===== src/rtl/fft_pipe_ctrl.sv =====
// fft_pipe_ctrl: control and valid tracking for a fixed-latency pipelined FFT output.
//
// Modes:
//   mode=0 single-shot: hold `start` (a level). LATENCY edges later the unit captures
//          dp_data and keeps out_valid set until `start` drops.
//   mode=1 streaming: issue one token per cycle on `in_valid`. Each token's result is
//          captured LATENCY edges later as a one-cycle out_valid pulse.
//
// Ports:
//   clk, reset          rising-edge clock, synchronous active-high reset
//   mode                0 single-shot, 1 streaming (registered; a change clears the unit)
//   start               single-shot run request (level)
//   in_valid            streaming token issue
//   flush               synchronous clear (only with FFT_PIPE_CTRL_FLUSH_EN defined)
//   dp_data             datapath result bus, channel 0 in the LSBs
//   out_data/out_valid  captured result and its valid flag (registered)
//   busy                combinational: single-shot !out_valid, streaming inflight!=0
//   inflight            tokens issued but not yet delivered (streaming)
//
// Optional feature macro: FFT_PIPE_CTRL_FLUSH_EN (adds the flush input and its logic).
module fft_pipe_ctrl #(
  parameter  int unsigned LATENCY = 35,
  parameter  int unsigned DATA_W  = 32,
  parameter  int unsigned N_CH    = 2,
  localparam int unsigned CNT_W   = $clog2(LATENCY + 1)
) (
  input  logic                   clk,
  input  logic                   reset,
  input  logic                   mode,
  input  logic                   start,
  input  logic                   in_valid,
`ifdef FFT_PIPE_CTRL_FLUSH_EN
  input  logic                   flush,
`endif
  input  logic [N_CH*DATA_W-1:0] dp_data,
  output logic [N_CH*DATA_W-1:0] out_data,
  output logic                   out_valid,
  output logic                   busy,
  output logic [CNT_W-1:0]       inflight
);

  typedef enum logic [1:0] {IDLE, RUN, DONE} state_t;

  localparam logic [CNT_W-1:0] LAT_C = CNT_W'(LATENCY);
  localparam logic [CNT_W-1:0] ONE_C = CNT_W'(1);

  state_t                  state_q, state_d;
  logic [CNT_W-1:0]        cnt_q, cnt_d;
  logic [LATENCY-1:0]      vsr_q, vsr_d;
  logic [CNT_W-1:0]        inf_d;
  logic                    ov_d;
  logic [N_CH*DATA_W-1:0]  data_d;
  logic                    mode_q;
  logic                    deliver;

  assign deliver  = vsr_q[LATENCY-1];
  assign busy     = mode ? (inflight != '0) : !out_valid;

  always_ff @(posedge clk) begin
    if (reset) begin
      state_q   <= IDLE;
      cnt_q     <= '0;
      vsr_q     <= '0;
      inflight  <= '0;
      out_valid <= 1'b0;
      out_data  <= '0;
      mode_q    <= 1'b0;
    end else begin
      state_q   <= state_d;
      cnt_q     <= cnt_d;
      vsr_q     <= vsr_d;
      inflight  <= inf_d;
      out_valid <= ov_d;
      out_data  <= data_d;
      mode_q    <= mode;
    end
  end

  always_comb begin
    state_d = state_q;
    cnt_d   = cnt_q;
    vsr_d   = vsr_q;
    inf_d   = inflight;
    ov_d    = out_valid;
    data_d  = out_data;
`ifdef FFT_PIPE_CTRL_FLUSH_EN
    if (flush) begin
      state_d = IDLE;
      cnt_d   = '0;
      vsr_d   = '0;
      inf_d   = '0;
      ov_d    = 1'b0;
    end else
`endif
    if (mode != mode_q) begin
      state_d = IDLE;
      cnt_d   = '0;
      vsr_d   = '0;
      inf_d   = '0;
      ov_d    = 1'b0;
    end else if (mode_q) begin
      // Truncating cast keeps the low LATENCY bits, so LATENCY=1 needs no special case.
      vsr_d = LATENCY'({vsr_q, in_valid});
      ov_d  = deliver;
      if (deliver) data_d = dp_data;
      case ({in_valid, deliver})
        2'b10:   inf_d = inflight + ONE_C;
        2'b01:   inf_d = inflight - ONE_C;
        default: inf_d = inflight;
      endcase
    end else if (!start) begin
      state_d = IDLE;
      cnt_d   = '0;
      ov_d    = 1'b0;
    end else begin
      case (state_q)
        IDLE: begin
          cnt_d   = ONE_C;
          state_d = (LATENCY == 1) ? DONE : RUN;
        end
        RUN: begin
          if (cnt_q == LAT_C) begin
            data_d  = dp_data;
            ov_d    = 1'b1;
            state_d = DONE;
          end else begin
            cnt_d = cnt_q + ONE_C;
          end
        end
        DONE: begin
          cnt_d = LAT_C;
          // Entered directly from IDLE when LATENCY=1: capture on the first DONE edge.
          if (!out_valid) begin
            data_d = dp_data;
            ov_d   = 1'b1;
          end
        end
        default: begin
          state_d = IDLE;
          cnt_d   = '0;
        end
      endcase
    end
  end

endmodule

===== config.mk =====
export PLATFORM = sky130hd
export DESIGN_NAME = fft_pipe_ctrl
export DESIGN_NICKNAME = d
export VERILOG_FILES = /design/src/rtl/fft_pipe_ctrl.sv
export SDC_FILE = /design/constraint.sdc
export NUM_CORES = 1
export LEC_CHECK = 0
export CAP_MARGIN = 40
export CORE_MARGIN = 8
export CORE_UTILIZATION = 42
export DETAILED_ROUTE_END_ITERATION = 7
export PLACE_DENSITY = 0.79
export SLEW_MARGIN = 20
export SYNTH_ARGS = -nofsm -noshare
export SYNTH_HDL_FRONTEND = slang
export SYNTH_SLANG_ARGS = --single-unit

===== constraint.sdc =====
create_clock -name clk -period 2.2 [get_ports clk]
set_clock_uncertainty 0.2 [all_clocks]
set_input_delay 0.44 -clock clk [delete_from_list [all_inputs] [get_ports clk]]
set_output_delay 0.44 -clock clk [all_outputs]
set_load 0.01 [all_outputs]

After elaboration in Yosys (flattened, before gate mapping)
Cells that the tools add are included.
{"block": "word_totals", "out_inout_bits": 72, "inputBits": 69, "reg_bits": 115, "wordCells": 56}
{"block": "classes", "n_eq_ne": 14, "n_bitwise": 2, "n_reduce_logical": 12, "n_addsub": 3, "muxes": 18}
{"cell": "2-to-1 mux 64 bit", "n": 5}
{"cell": "one-hot mux 64 bit (2 select lines)", "n": 1}
{"cell": "one-hot mux 6 bit (3 select lines)", "n": 1}
{"cell": "adder 6 x 1 -> 6 bit (second input constant)", "n": 2}
{"cell": "2-to-1 mux 6 bit", "n": 2}
{"cell": "!= test 3 bit (second input constant)", "n": 4}
{"cell": "one-hot mux 6 bit (2 select lines)", "n": 1}
{"cell": "== test 6 bit (second input constant)", "n": 1}
{"cell": "one-hot mux 2 bit (3 select lines)", "n": 1}
{"cell": "AND reduction 2 bit", "n": 3}
{"cell": "AND reduction 6 bit", "n": 1}
{"cell": "nonzero test 6 bit", "n": 1}
{"cell": "subtractor 6 x 1 -> 6 bit (second input constant)", "n": 1}
{"cell": "== test 2 x 1 -> 1 bit (second input constant)", "n": 2}
{"cell": "== test 2 bit (second input constant)", "n": 2}
{"cell": "2-to-1 mux 1 bit", "n": 4}
{"cell": "2-to-1 mux 2 bit", "n": 2}
{"cell": "!= test 2 bit (second input constant)", "n": 2}
{"cell": "!= test 4 x 1 -> 1 bit (second input constant)", "n": 1}
{"cell": "!= test 4 bit (second input constant)", "n": 1}
{"cell": "nonzero test 2 bit", "n": 2}
{"cell": "AND reduction 3 bit", "n": 1}
{"cell": "nonzero test 3 bit", "n": 1}
{"cell": "logical NOT 2 bit", "n": 1}
{"cell": "5 further kinds", "n": 6}

Depth between registers and ports, before layout
Gate-level depths: netlist of run 1.
{"block": "depth", "word_depth": 5, "mapped_depth": 10, "mapped_depth_nobuf": 9}

Worst setup path after synthesis of run 1
OpenSTA, ideal clock, no wires.
{"block": "synth_path", "path_kind": "input-to-reg", "startpoint": "input in_valid", "endpoint": "register inflight[4]", "path_slack_ps": -243, "t_required_ps": 1872, "path_stages": 10, "setup_time_ps": 128, "arrival_time_ps": 2115, "path_buffers": 1, "path_cell_list": "inv_1 ha_1 clkbuf_1 xor2_1 ha_1 a21oi_1 or4b_1 a31oi_1 xnor2_1 nor2_1"}
{"block": "synth_via", "elab_chain_len": 3, "word_cells_on_any_way": 5, "cone_classes": "2 x eq/ne; 1 x mux; 2 x reduce/logical"}
{"element": "start, declared", "line": "31", "text": "input logic in_valid,"}
{"element": "== test 2 x 1 -> 1 bit / == test 2 bit (equally long branches)", "line": "106", "text": "case ({in_valid, deliver})"}
{"element": "nonzero test 2 bit (no source line)"}
{"element": "AND reduction 2 bit (no source line)"}
{"element": "end signal, assigned", "line": "72", "text": "inflight <= inf_d;"}
{"element": "end, declared", "line": "39", "text": "output logic [CNT_W-1:0] inflight"}
Several ways; a longest one is shown, not always the timed one.
A chain may end at the register's enable or synchronous reset.

Worst setup path in the final report of run 1
{"block": "layout_path", "startpoint": "register cnt_q[1]", "endpoint": "register out_data[30]"}
{"block": "layout_via", "elab_chain_len": 3}
{"element": "start, declared", "line": "48", "text": "logic [CNT_W-1:0] cnt_q, cnt_d;"}
{"element": "start signal, assigned", "line": "70", "text": "cnt_q <= cnt_d;"}
{"element": "== test 6 bit", "line": "122", "text": "if (cnt_q == LAT_C) begin"}
{"element": "!= test 3 bit (no source line)"}
{"element": "AND reduction 6 bit (no source line)"}
{"element": "end signal, assigned", "line": "74", "text": "out_data <= data_d;"}
{"element": "end, declared", "line": "36", "text": "output logic [N_CH*DATA_W-1:0] out_data,"}
No other way between the ends.

==> results of run 1 <==
## registers in the layout (all words and copies together), names as in the netlist
| name | cells |
|---|---|
| vsr_q | 35 |
| mode_q | 1 |
| state_q | 2 |
| out_valid | 1 |
| cnt_q | 6 |
| inflight | 6 |
| out_data | 64 |
## worst reg2reg max path, stage by stage (launching register included)
cell and delay (ns):
sky130_fd_sc_hd__dfxtp_2 0.35, sky130_fd_sc_hd__ha_4 0.14, sky130_fd_sc_hd__nor4b_4 0.24, sky130_fd_sc_hd__a21boi_2 0.13, sky130_fd_sc_hd__o41ai_4 0.24, sky130_fd_sc_hd__buf_6 0.19
sky130_fd_sc_hd__clkbuf_16 0.17, sky130_fd_sc_hd__buf_12 0.15, sky130_fd_sc_hd__mux2i_1 0.19, sky130_fd_sc_hd__nor2_1 0.06
## report_power, final
group	internal [uW]	total, uW	leakage, uW	switching [uW]
clock	1820	2720	0.000288	903
sequential	2100	2110	0.000931	13.9
combinational	211	354	0.00145	143
## cell usage in the layout, fill, tap and decap left out, types with 4 or more instances in the layout
cell type	synthesis	routed
sky130_fd_sc_hd__nor2_1	109	108
sky130_fd_sc_hd__clkinv_2	0	5
sky130_fd_sc_hd__inv_1	7	6
sky130_fd_sc_hd__nand2_1	8	8
sky130_fd_sc_hd__mux2i_2	0	5
sky130_fd_sc_hd__o21ai_0	8	8
sky130_fd_sc_hd__a211oi_1	4	4
sky130_fd_sc_hd__clkbuf_16	0	18
sky130_fd_sc_hd__a21oi_1	9	8
sky130_fd_sc_hd__buf_4	0	30
sky130_fd_sc_hd__buf_12	6	6
sky130_fd_sc_hd__buf_8	0	6
sky130_fd_sc_hd__mux2i_1	102	96
sky130_fd_sc_hd__xor2_1	8	8
sky130_fd_sc_hd__dfxtp_1	115	107
sky130_fd_sc_hd__nand3_1	5	5
sky130_fd_sc_hd__dfxtp_2	0	7
sky130_fd_sc_hd__clkdlybuf4s50_1	0	135
sky130_fd_sc_hd__bufinv_16	0	4
## per-stage QoR
step,utilization,TNS [ns],cell area [sq um],instances
6_report,0.674,0,7280,784
5_1_grt,0.674,-3.63,7280,784
4_1_cts,0.662,0,7150,780
3_5_place_dp,0.594,-17.35,6420,744
3_3_place_gp,0.594,-14.60,6420,744
2_1_floorplan,-,-0.107,4680,452
## kinds of logic after synthesis
logic type	synth area share
xor+xnor	0.0189
simple gates	0.140
flops	0.496
fa+ha+maj	0.0216
compound gates	0.0513
mux	0.220
buf+inv	0.0515
## what timing repair did
item / in CTS / in global routing
endpoints found under the setup margin: 71 / 58
pin swaps: 7 / 1
buffers inserted: 3 / 2
hold buffers: 0 / 0
gates resized for setup: 26 / 20
gates cloned: 2 / 2
## final cells by class
class / instances / area, sq um / area share
well taps: 140 / 175 / 0.0241
clock buffers: 20 / 425 / 0.0584
flip-flops and latches: 115 / 2310 / 0.318
multi-input cells: 302 / 2200 / 0.303
repair buffers: 189 / 1960 / 0.270
clock inverters: 11 / 161 / 0.0222
inverters: 7 / 38.8 / 0.00533
## worst min-delay path by stage
| stage | from | endpoint | slack (ns) | cells after the start |
|---|---|---|---|---|
| final | reset | out_data[3]$_SDFFE_PP0P_ | 0.14 | 2 |
| after global routing | reset | out_data[5]$_SDFFE_PP0P_ | 0.14 | 2 |
| after CTS | reset | out_data[15]$_SDFFE_PP0P_ | 0.12 | 2 |
| after detailed placement | out_data[26]$_SDFFE_PP0P_ | out_data[26]$_SDFFE_PP0P_ | 0.28 | 2 |
| after global placement | out_data[2]$_SDFFE_PP0P_ | out_data[2]$_SDFFE_PP0P_ | 0.27 | 2 |
| after floorplan | vsr_q[0]$_SDFFE_PP0P_ | vsr_q[0]$_SDFFE_PP0P_ | 0.26 | 2 |
## per-layer routing
metal,vias to the layer above,share of wire
met4,0,0.021
met1,1839,0.38
li1,1896,-
met2,98,0.54
met3,18,0.055
met5,-,0
==> out/summary.json, run 1 <==
{
  "sta": {
    "max_slew.worst_pin.slew_ns": 0.528,
    "slew_viol_final": 0,
    "grt_setup_unrepaired": "yes",
    "final.period_utilization": 0.997,
    "max_freq_ghz": 0.456,
    "hold_slack_final_ns": 0.138,
    "setup_viol": 0,
    "hold_fails_final_rpt": 0,
    "max_slew_margin": 0.648,
    "finalCriticalPeriod_ns": 2.19,
    "fin_ws_ns": 0.00560
  },
  "worst_setup_path": {
    "r2r_start": "cnt_q[1]$_SDFFE_PP0P_",
    "slowest_delay_ns": 0.35,
    "crit_required_ns": 2.37,
    "critPathSlowestCell": "sky130_fd_sc_hd__dfxtp_2",
    "worst_setup_path_start": "cnt_q[1]$_SDFFE_PP0P_",
    "critical_path_cell_count": 9,
    "critPathCaptureType": "flip-flop",
    "worst-r2r-cell-count": 9,
    "path_cells": "ha_4, nor4b_4, a21boi_2, o41ai_4, buf_6, clkbuf_16, buf_12, mux2i_1, nor2_1",
    "critical-path-top-delay-family": "buffers and inverters",
    "start_kind": "flip-flop",
    "crit_end": "out_data[30]$_SDFFE_PP0P_",
    "r2r_end": "out_data[30]$_SDFFE_PP0P_",
    "arrival_ns": 2.37,
    "critPathMaxFanout": 11,
    "worst-r2r-setup-slack_ns": 0.006,
    "setup.worst_path.class": "reg -> reg",
    "number_of_buffer_and_inverter_instances_along_the_worst_setup_path": 3
  },
  "floorplanning": {
    "core_area_sq_um": 10800,
    "initial_core_util": 0.430,
    "floorplan.die.height_um": 121,
    "placementRows": 38,
    "num_io_pins": 141,
    "design.die.area_sq_um": 14700,
    "die_width_um": 121
  },
  "placement": {
    "count_of_input_and_output_buffers": 140,
    "pre_cts_slack_ns": -0.655,
    "dp.final_hpwl_mm": 8.94,
    "gp_routability_congestion": 0.816
  },
  "yosys": {
    "synth_largest_area_cell": "sky130_fd_sc_hd__dfxtp_1",
    "synth.cells.most_frequent": "115 x sky130_fd_sc_hd__dfxtp_1, 109 x sky130_fd_sc_hd__nor2_1, 102 x sky130_fd_sc_hd__mux2i_1, 16 x sky130_fd_sc_hd__clkbuf_1, 9 x sky130_fd_sc_hd__a21oi_1",
    "synth_warnings": 0,
    "syn-num-nets": 529,
    "post_synth.cell_area_avg_sq_um": 10.3,
    "synth-main-ff-cell": "sky130_fd_sc_hd__dfxtp_1",
    "synth_enable_flop_cells": 0,
    "synth-seq-cells": 115,
    "yosysUniqueCellTypes": 45,
    "synth-async-reset-ratio": 0,
    "fraction_of_the_yosys_area_taken_by_sequential_cells": 0.496,
    "number_of_instances_in_the_synthesized_netlist": 452,
    "netlist.area_leader.share": 0.496,
    "post_synth_main_area_contributors": "sky130_fd_sc_hd__dfxtp_1 50%, sky130_fd_sc_hd__mux2i_1 22%, sky130_fd_sc_hd__nor2_1 8.8%",
    "yosysMostFrequentCell": "sky130_fd_sc_hd__dfxtp_1",
    "synth_area_sq_um": 4640
  },
  "run_status": {
    "outcome": "completed"
  },
  "clock_tree": {
    "htree_levels": 4,
    "clk_path_buf_depth": 2,
    "clock_sinks": 115,
    "cts.root.buffer_cell": "sky130_fd_sc_hd__clkbuf_8",
    "worst_skew_pair.late_latency_ns": 0.51,
    "cts-buffers-inserted": 17,
    "cts_tree": "done",
    "worst_setup_hold_path_clk_slew_ns": 0.06
  },
  "power": {
    "p_leak_uw": 0.00267,
    "report.power.total_uw": 5190,
    "power_per_cell_area_nw_per_um2": 713,
    "ir_worst_vdd_uv": 553
  },
  "final_layout": {
    "num-nets-final": 709,
    "nFillCells": 802,
    "p_r_area_growth_vs_syn_pct": 57.0,
    "antennaDiodeCount": 0,
    "post_route_cells_drive_above_1_share": 0.168
  },
  "drt": {
    "finalWirelength_mm": 12.5,
    "drt-wirelength-per-cell_um": 15.9,
    "dr_total_vias": 3851,
    "drc": 0,
    "final_antenna_net_count": 0,
    "avgViaCountPerCell": 4.91,
    "detail_route.first_pass.iterations": 4,
    "drt_iter0_drc": 141
  },
  "flow_run": {
    "maxCapViolations": 0
  },
  "global_routing": {
    "maximum_number_of_pins_on_one_net_before_global_route_repair": 50,
    "grt_pass1_vias": 4023,
    "number_of_antenna_violations_at_the_first_check_in_global_routing": 0,
    "grt_first_pass_wirelength_mm": 19.9,
    "groute.layer.met3.usage": 0.0521,
    "grt_use_met1": 0.167,
    "grt.overflow.total": 0,
    "grt_busiest_layer": "met2",
    "grt.total_usage": 0.169,
    "grt_use_met2": 0.313
  },
  "min_path": {
    "class_of_the_tightest_hold_or_removal_check": "in -> reg"
  }
}
No activity file was read; power rests on OpenSTA's default activity.
==> run 2: changes to the inputs <==
CTS_CLUSTER_DIAMETER = 150   (was default)
==> results of run 2 <==
Final layout, timing and power as in run 1 (identical DEF).
